### config.mk
export PLATFORM = sky130hd
export DESIGN_NAME = prog_lut_neuron
export DESIGN_NICKNAME = d
export VERILOG_FILES = /design/src/rtl/prog_lut_neuron_pkg.sv /design/src/rtl/lut_cfg_store.sv /design/src/rtl/prog_lut_neuron.sv
export SDC_FILE = /design/constraint.sdc
export NUM_CORES = 1
export LEC_CHECK = 0
export BUFFER_PORTS_ARGS = -buffer_cell sky130_fd_sc_hd__buf_2
export CAP_MARGIN = 20
export CELL_PAD_IN_SITES_DETAIL_PLACEMENT = 0
export CELL_PAD_IN_SITES_GLOBAL_PLACEMENT = 1
export CORE_MARGIN = 4
export CORE_UTILIZATION = 60
export CTS_BUF_LIST = sky130_fd_sc_hd__clkbuf_4
export DETAILED_ROUTE_END_ITERATION = 7
export PLACE_DENSITY_LB_ADDON = 0.1
export SYNTH_ARGS = -nofsm -noshare
export SYNTH_HDL_FRONTEND = slang
export SYNTH_HIERARCHICAL = 1
export SYNTH_SLANG_ARGS = --single-unit
### constraint.sdc
create_clock -name clk -period 6.05 [get_ports clk]
set_input_delay 0.3025 -clock clk [delete_from_list [all_inputs] [get_ports clk]]
set_output_delay 0.3025 -clock clk [all_outputs]
set_load 0.02 [all_outputs]
### src/rtl/prog_lut_neuron_pkg.sv
// Shared types and size derivations for the programmable LUT neuron.
// The table is loaded as CFG_WORDS words of CFG_W entries each.
package prog_lut_neuron_pkg;

    typedef enum logic [1:0] {
        S_EMPTY = 2'd0,
        S_LOAD  = 2'd1,
        S_ARMED = 2'd2
    } state_t;

    function automatic int table_depth(input int in_bits);
        return 1 << in_bits;
    endfunction

    function automatic int cfg_words(input int in_bits, input int cfg_w);
        return table_depth(in_bits) / cfg_w;
    endfunction

    // Index width that never collapses to zero bits.
    function automatic int idx_width(input int n);
        return (n > 1) ? $clog2(n) : 1;
    endfunction

endpackage

### src/rtl/lut_cfg_store.sv
// Word-wide table storage: one write port and one registered read port.
// Only the read register is reset; the array itself maps onto distributed RAM.
module lut_cfg_store
    import prog_lut_neuron_pkg::*;
#(
    parameter int AW    = 5,
    parameter int W     = 8,
    parameter int DEPTH = 32
) (
    input  logic          clk,
    input  logic          rst,
    input  logic          we,
    input  logic [AW-1:0] waddr,
    input  logic [W-1:0]  wdata,
    input  logic          re,
    input  logic [AW-1:0] raddr,
    output logic [W-1:0]  rdata
);

    logic [W-1:0] mem [DEPTH];

    // NOTE: the array has no reset branch; resetting it would turn the RAM into flops.
    always_ff @(posedge clk) begin
        if (we) begin
            mem[waddr] <= wdata;
        end
    end

    // NOTE: non-blocking read of mem returns the pre-write word when a read and
    // a write hit the same cycle, which gives read-before-write ordering.
    always_ff @(posedge clk) begin
        if (rst) begin
            rdata <= '0;
        end else if (re) begin
            rdata <= mem[raddr];
        end
    end

endmodule

### src/rtl/prog_lut_neuron.sv
// Single-bit programmable lookup neuron: a 2^IN_BITS-entry table loaded over a
// framed word stream, then queried with one-cycle registered latency.
module prog_lut_neuron
    import prog_lut_neuron_pkg::*;
#(
    parameter int IN_BITS = 8,
    parameter int CFG_W   = 8
) (
    input  logic               clk,
    input  logic               rst,
    input  logic               cfg_valid,
    output logic               cfg_ready,
    input  logic [CFG_W-1:0]   cfg_data,
    input  logic               cfg_last,
    input  logic               in_valid,
    output logic               in_ready,
    input  logic [IN_BITS-1:0] in_data,
    output logic               out_valid,
    output logic               out_data,
    output logic               table_valid,
    output logic               cfg_err
);

    localparam int CFG_WORDS = cfg_words(IN_BITS, CFG_W);
    localparam int AW        = idx_width(CFG_WORDS);
    localparam int BW        = idx_width(CFG_W);
    localparam logic [AW-1:0] LAST_IDX = AW'(CFG_WORDS - 1);

    state_t          state;
    logic [AW-1:0]   cnt;
    logic [AW-1:0]   cur_idx;
    logic [BW-1:0]   bit_q;
    logic [CFG_W-1:0] rd_word;
    logic            cfg_fire;
    logic            in_fire;

    assign cfg_ready   = 1'b1;
    assign in_ready    = (state == S_ARMED);
    assign table_valid = (state == S_ARMED);
    assign cfg_fire    = cfg_valid & cfg_ready;
    assign in_fire     = in_valid & in_ready;

    // Any beat outside LOAD starts a fresh image at word 0.
    assign cur_idx = (state == S_LOAD) ? cnt : '0;

    always_ff @(posedge clk) begin
        if (rst) begin
            state   <= S_EMPTY;
            cnt     <= '0;
            cfg_err <= 1'b0;
        end else if (cfg_fire) begin
            if (cur_idx == LAST_IDX) begin
                cnt <= '0;
                if (cfg_last) begin
                    state   <= S_ARMED;
                    cfg_err <= 1'b0;
                end else begin
                    state   <= S_EMPTY;
                    cfg_err <= 1'b1;
                end
            end else if (cfg_last) begin
                state   <= S_EMPTY;
                cnt     <= '0;
                cfg_err <= 1'b1;
            end else begin
                state   <= S_LOAD;
                cnt     <= cur_idx + 1'b1;
                cfg_err <= 1'b0;
            end
        end
    end

    // The bit select is registered alongside the word read so out_data holds between queries.
    always_ff @(posedge clk) begin
        if (rst) begin
            out_valid <= 1'b0;
            bit_q     <= '0;
        end else begin
            out_valid <= in_fire;
            if (in_fire) begin
                bit_q <= in_data[BW-1:0];
            end
        end
    end

    lut_cfg_store #(
        .AW    (AW),
        .W     (CFG_W),
        .DEPTH (CFG_WORDS)
    ) u_store (
        .clk   (clk),
        .rst   (rst),
        .we    (cfg_fire),
        .waddr (cur_idx),
        .wdata (cfg_data),
        .re    (in_fire),
        .raddr (in_data[IN_BITS-1 -: AW]),
        .rdata (rd_word)
    );

    assign out_data = rd_word[bit_q];

endmodule

# ---- Word level (Yosys, flattened, before mapping)
# Memories as Yosys holds them, arrays and structs flattened. A register that Yosys moved wholly into a read port is not among the register bits.
# Index checks and enable logic that the tools add are counted.
# Widths: inputs -> output; s select.
dict set report word_totals {
  ff_bits 12
  mem_bits_rw 256
  input_bits 21
  output_inout_bits 6
  elab_cells 25
  mem_count 1
}
# name words width read_ports rd_ports_with_merged_regs write_ports line_no
set mem_list {}
lappend mem_list {u_store.mem 32 8 1 1 1 lut_cfg_store.sv:20} ;# logic [W-1:0] mem [DEPTH];
dict set report classes {
  add_sub_neg 1
  n_lt_le_gt_ge 1
  eq_ne 3
  muxes 13
  bitwise 1
}
# operator n
set op_table {}
lappend op_table {{$mux 5} 3}
lappend op_table {{$mux 1} 7}
lappend op_table {{$add 5x1->5 const B} 1}
lappend op_table {{$eq 5x5->1 const B} 1}
lappend op_table {{$lt 3x4->1 const B} 1}
lappend op_table {{$mux 2} 2}
lappend op_table {{$bmux 1 s3} 1}
lappend op_table {{$eq 2x1->1 const B} 1}
lappend op_table {{$eq 2x2->1 const B} 1}
lappend op_table {{$and 1x1->1} 1}

# ---- Logic depth before layout (Yosys ltp)
dict set report logic_depth {
  ltp_word 5
  depth_mapped 9
}

# ---- Modules after synthesis
# Netlist, hierarchy kept.
# module n_inst cells_per_inst area_per_inst_um2 seq_area_each_um2
set modules_own_cells {}
lappend modules_own_cells {lut_cfg_store 1 601 10382.5 7847.5}
lappend modules_own_cells {prog_lut_neuron 1 72 673.1 240.2}

# ---- Worst setup path after synthesis
# OpenSTA, ideal clock, no wires.
dict set report synth_timing {
  kind {reg-to-reg}
  from {register state[0]}
  to {memory u_store.mem[17][0] (enable)}
  setup_time_ns 0.370
  arrival_ns 1.735
  t_required_ns 5.680
  slack_ns 3.945
  path_stages_with_launch 5
  n_path_buf 0
  synth_period_minus_slack_ns 2.105
  cell_sequence {dfxtp_1 nor2b_1 and2_1 or3b_2 nor2_1}
}
dict set report synth_between {
  elab_chain_cells 2
}
# item line_no
set synth_rtl {}
lappend synth_rtl {{start: declaration} prog_lut_neuron.sv:29} ;# state_t state;
lappend synth_rtl {{start signal: assignment} prog_lut_neuron.sv:48} ;# state <= S_EMPTY;
lappend synth_rtl {{start signal: assignment} prog_lut_neuron.sv:55} ;# state <= S_ARMED;
lappend synth_rtl {{start signal: assignment} prog_lut_neuron.sv:58} ;# state <= S_EMPTY;
lappend synth_rtl {{$eq 2x1->1} prog_lut_neuron.sv:44} ;# assign cur_idx = (state == S_LOAD) ? cnt : '0;
lappend synth_rtl {{$mux 5} prog_lut_neuron.sv:44}
lappend synth_rtl {{named net cur_idx[4]} prog_lut_neuron.sv:31} ;# logic [AW-1:0] cur_idx;
lappend synth_rtl {{end: declaration} lut_cfg_store.sv:20}
# The timed path passes the listed nets, and every way through them passes these cells.

# ---- Final worst setup path
dict set report layout_timing {
  from {register state[0]}
  to {memory u_store.mem[16][3] (enable)}
}
# Same word-level chain as after synthesis.

==> impl_metrics.csv <==
group,metric,value,unit
setup_path,cp-start-kind,"register",
route,wirelength,23900,µm
finish,ff_latch_area,8090,µm²
finish,fill_cells,1283,
setup_path,criticalPathCategory,"register to register",
pwr,p_leak,0.00435,µW
clock_network,clock_sinks,276,
clock_network,cts_tree,"built",
die,die_h,144,µm
die,die_x,144,µm
sta,whs,0.0897,ns
route,via_per_inst,6.10,
die,dieArea,20700,µm²
die,initial_core_util,61.3,%
pwr,ir_drop,0.213,mV
global_routing,grt_pass1_vias,6090,
sta,slew_headroom,34.1,%
route,firstDrtPassIters,5,
pwr,switching_power,796,µW
pwr,combPwrFrac,4.6,%
sta,worstMarginPinSlew,0.986,ns
clock_network,cts-root-buf,"clkbuf_4",
sta,fmax,369,MHz
place,preCtsSetupSlack,3.04,ns
synth,synth_area_per_cell,16.4,µm²
finish,drive_above_1_share,18.8,%
clock_network,h-tree-depth,3,
clock_network,cts_buffers,69,
worst_hold_path,holdPathStages,3,
worst_hold_path,hp-class,"input pin to register",
synth,synth_warnings,6,
pwr,p_clk_share,39.1,%
route,wl_per_cell,23.6,µm
finish,nNetsFinal,763,
synth,synth_nets,698,
global_routing,grt_pass1_wl,35800,µm
sta,hold_viol_final,0,
route,drt_iter0_drc,506,
pwr,p_per_area,305,nW/µm²
finish,fin_cells,1013,
sta,fin_crit,2.71,ns
place,numPortBuffers,25,
finish,area_delta_synth_final,9.94,%
flow_run,cap_violations,0,
synth,synthCells,673,
run_status,status,"complete, no violations",
setup_path,cp_slowest_cell,"nor2_1",
place,place_inst,892,
pwr,netSwitchingFraction,21.4,%
setup_path,end_kind,"register",
sta,fin_crit_sh,44.8,%
die,std_cell_rows,49,
clock_network,clockBufferDepth,3,
sta,setup_slack,3.34,ns
clock_network,clk_latency,0.64,ns
global_routing,grt_usage,23.6,%
setup_path,critPathArrivalTime,2.95,ns
global_routing,grt-ovfl-total,0,
sta,clock_skew,0.0344,ns
sta,rsz0062_at_grt,"no",
setup_path,cp_max_fo,10,
setup_path,path_cells,"nor2b_1 > and2_1 > or3b_2 > nor2_1",
synth,yosysUniqueCellTypes,34,
pwr,seqPwrFrac,56.3,%
synth,seq_area_frac_synth,73.2,%
finish,fin_util,67.4,%
route,vias,6183,
route,route.detailed.drc,0,
die,ios,27,
die,core,18000,µm²
synth,syn-cell-area,11100,µm²
global_routing,antenna_found_initial,1,
pwr,p_int,2920,µW
synth,ys_ff_latch,276,
sta,report.final.slew_viol_count,0,
global_routing,grt_start_max_net_pins,69,
sta,setup_violations,0,
clock_network,cts.clk_slew.worst_paths,0.06,ns
place,gp_congestion,0.828,
place,dp_hpwl,14300,µm
finish,multiInputGateArea,2730,µm²
setup_path,reg2reg_depth,4,
sta,fin_setup_tns,0,ns
setup_path,cp.required,6.29,ns
setup_path,slowest_delay,0.66,ns
route,drtAntennaViolNets,0,
-- metrics by stage --
stage,power (µW),cell area [µm²]
detailed placement,2300,11300
CTS,3760,12200
global placement,2300,11300
finish,3710,12200
floorplan,2230,11100
global route,3880,12200
-- per-layer routing --
| layer | part of all wire (%) | wire, µm | track usage (%) |
|---|---|---|---|
| met5 | 0 | 0 | 0 |
| met2 | 48 | 11400 | 36.5 |
| met1 | 43 | 10300 | 33.1 |
| met4 | 2.5 | 599 | 9.61 |
| met3 | 6.5 | 1560 | 5.36 |
-- worst paths after layout --
kind                    startpoint                           end  slack [ns]
max          state[0]$_SDFFE_PP0P_  u_store/mem[16][3]$_DFFE_PP_        3.34
min                      cfg_valid           cnt[0]$_SDFFE_PP0P_        0.09
max reg2reg  state[0]$_SDFFE_PP0P_  u_store/mem[16][3]$_DFFE_PP_        3.34
min reg2reg    cnt[4]$_SDFFE_PP0P_           cnt[4]$_SDFFE_PP0P_        0.49
-- Yosys cell counts (all sizes together) --
| master | n | area (µm²) |
|---|---|---|
| mux2 | 2 | 22.5 |
| nand4 | 1 | 6.26 |
| o2111ai | 1 | 8.76 |
| inv | 5 | 18.8 |
| or3b | 3 | 26.3 |
| or2 | 1 | 6.26 |
| a211oi | 8 | 60.1 |
| or3 | 2 | 12.5 |
| and3b | 1 | 8.76 |
| nor2 | 49 | 184 |
| mux4 | 2 | 52.6 |
| o32ai | 1 | 8.76 |
| or4 | 8 | 60.1 |
| nand2 | 4 | 15.0 |
| and2 | 4 | 25.0 |
| dfxtp | 20 | 400 |
| nand3 | 6 | 30.0 |
| nand2b | 7 | 43.8 |
| mux2i | 133 | 1330 |
| nor2b | 4 | 25.0 |
| conb | 1 | 3.75 |
| buf | 22 | 166 |
| ha | 4 | 50.1 |
| edfxtp | 256 | 7690 |
| nand3b | 7 | 52.6 |
| a21oi | 36 | 180 |
| a31oi | 1 | 6.26 |
| nor4b | 1 | 8.76 |
| clkbuf | 18 | 67.6 |
| and3 | 1 | 6.26 |
| a22oi | 64 | 480 |
-- sequential cells by signal (all words and copies together) (netlist names) --
register / count
u_store/rdata: 8
state: 2
bit_q: 3
cnt: 5
u_store/mem: 256
cfg_err: 1
out_valid: 1
-- area by class of cell --
class	instances	area share, %
well taps	229	2.36
flip-flops and latches	276	66.5
clock buffers	103	6.36
inverters	5	0.154
repair buffers	34	1.72
diodes	1	0.0206
multi-input cells	352	22.4
clock inverters	13	0.401
-- logic make-up after synthesis --
logic type,Yosys count,share of synthesized area [%]
AND/OR/NAND/NOR,99,4.62
adder cells (fa/ha/maj),4,0.453
multiplexers,137,12.7
flip-flops,276,73.2
other,1,0.0339
AO/OA/AOI/OAI,111,6.73
buffers and inverters,45,2.29
-- what timing repair did --
item                      in CTS  in global routing
gates resized for setup        0                  0
hold buffers                   4                  0
hold endpoints to repair       5                  0
buffers inserted               0                  0
-- layout by cell type, fill, tap and decap left out, drive strengths merged, types with 10 or more instances in the layout --
cell type / count
edfxtp: 256
mux2i: 133
clkbuf: 103
a22oi: 64
nor2: 49
a21oi: 36
buf: 30
dfxtp: 20
inv: 10
-- power by group through the flow --
stage | combinational [µW] | sequential, µW | clock [µW]
floorplan | 102 | 2130 | 0
global placement | 165 | 2130 | 0
detailed placement | 168 | 2130 | 0
CTS | 170 | 2090 | 1500
global route | 182 | 2090 | 1610
finish | 170 | 2090 | 1450
-- worst max-delay path: cells and delay by family, from the launching register on --
family | cells | cell delay [ns]
flops | 1 | 0.42
simple gates | 4 | 1.91
No activity file was read; power rests on OpenSTA's default activity.
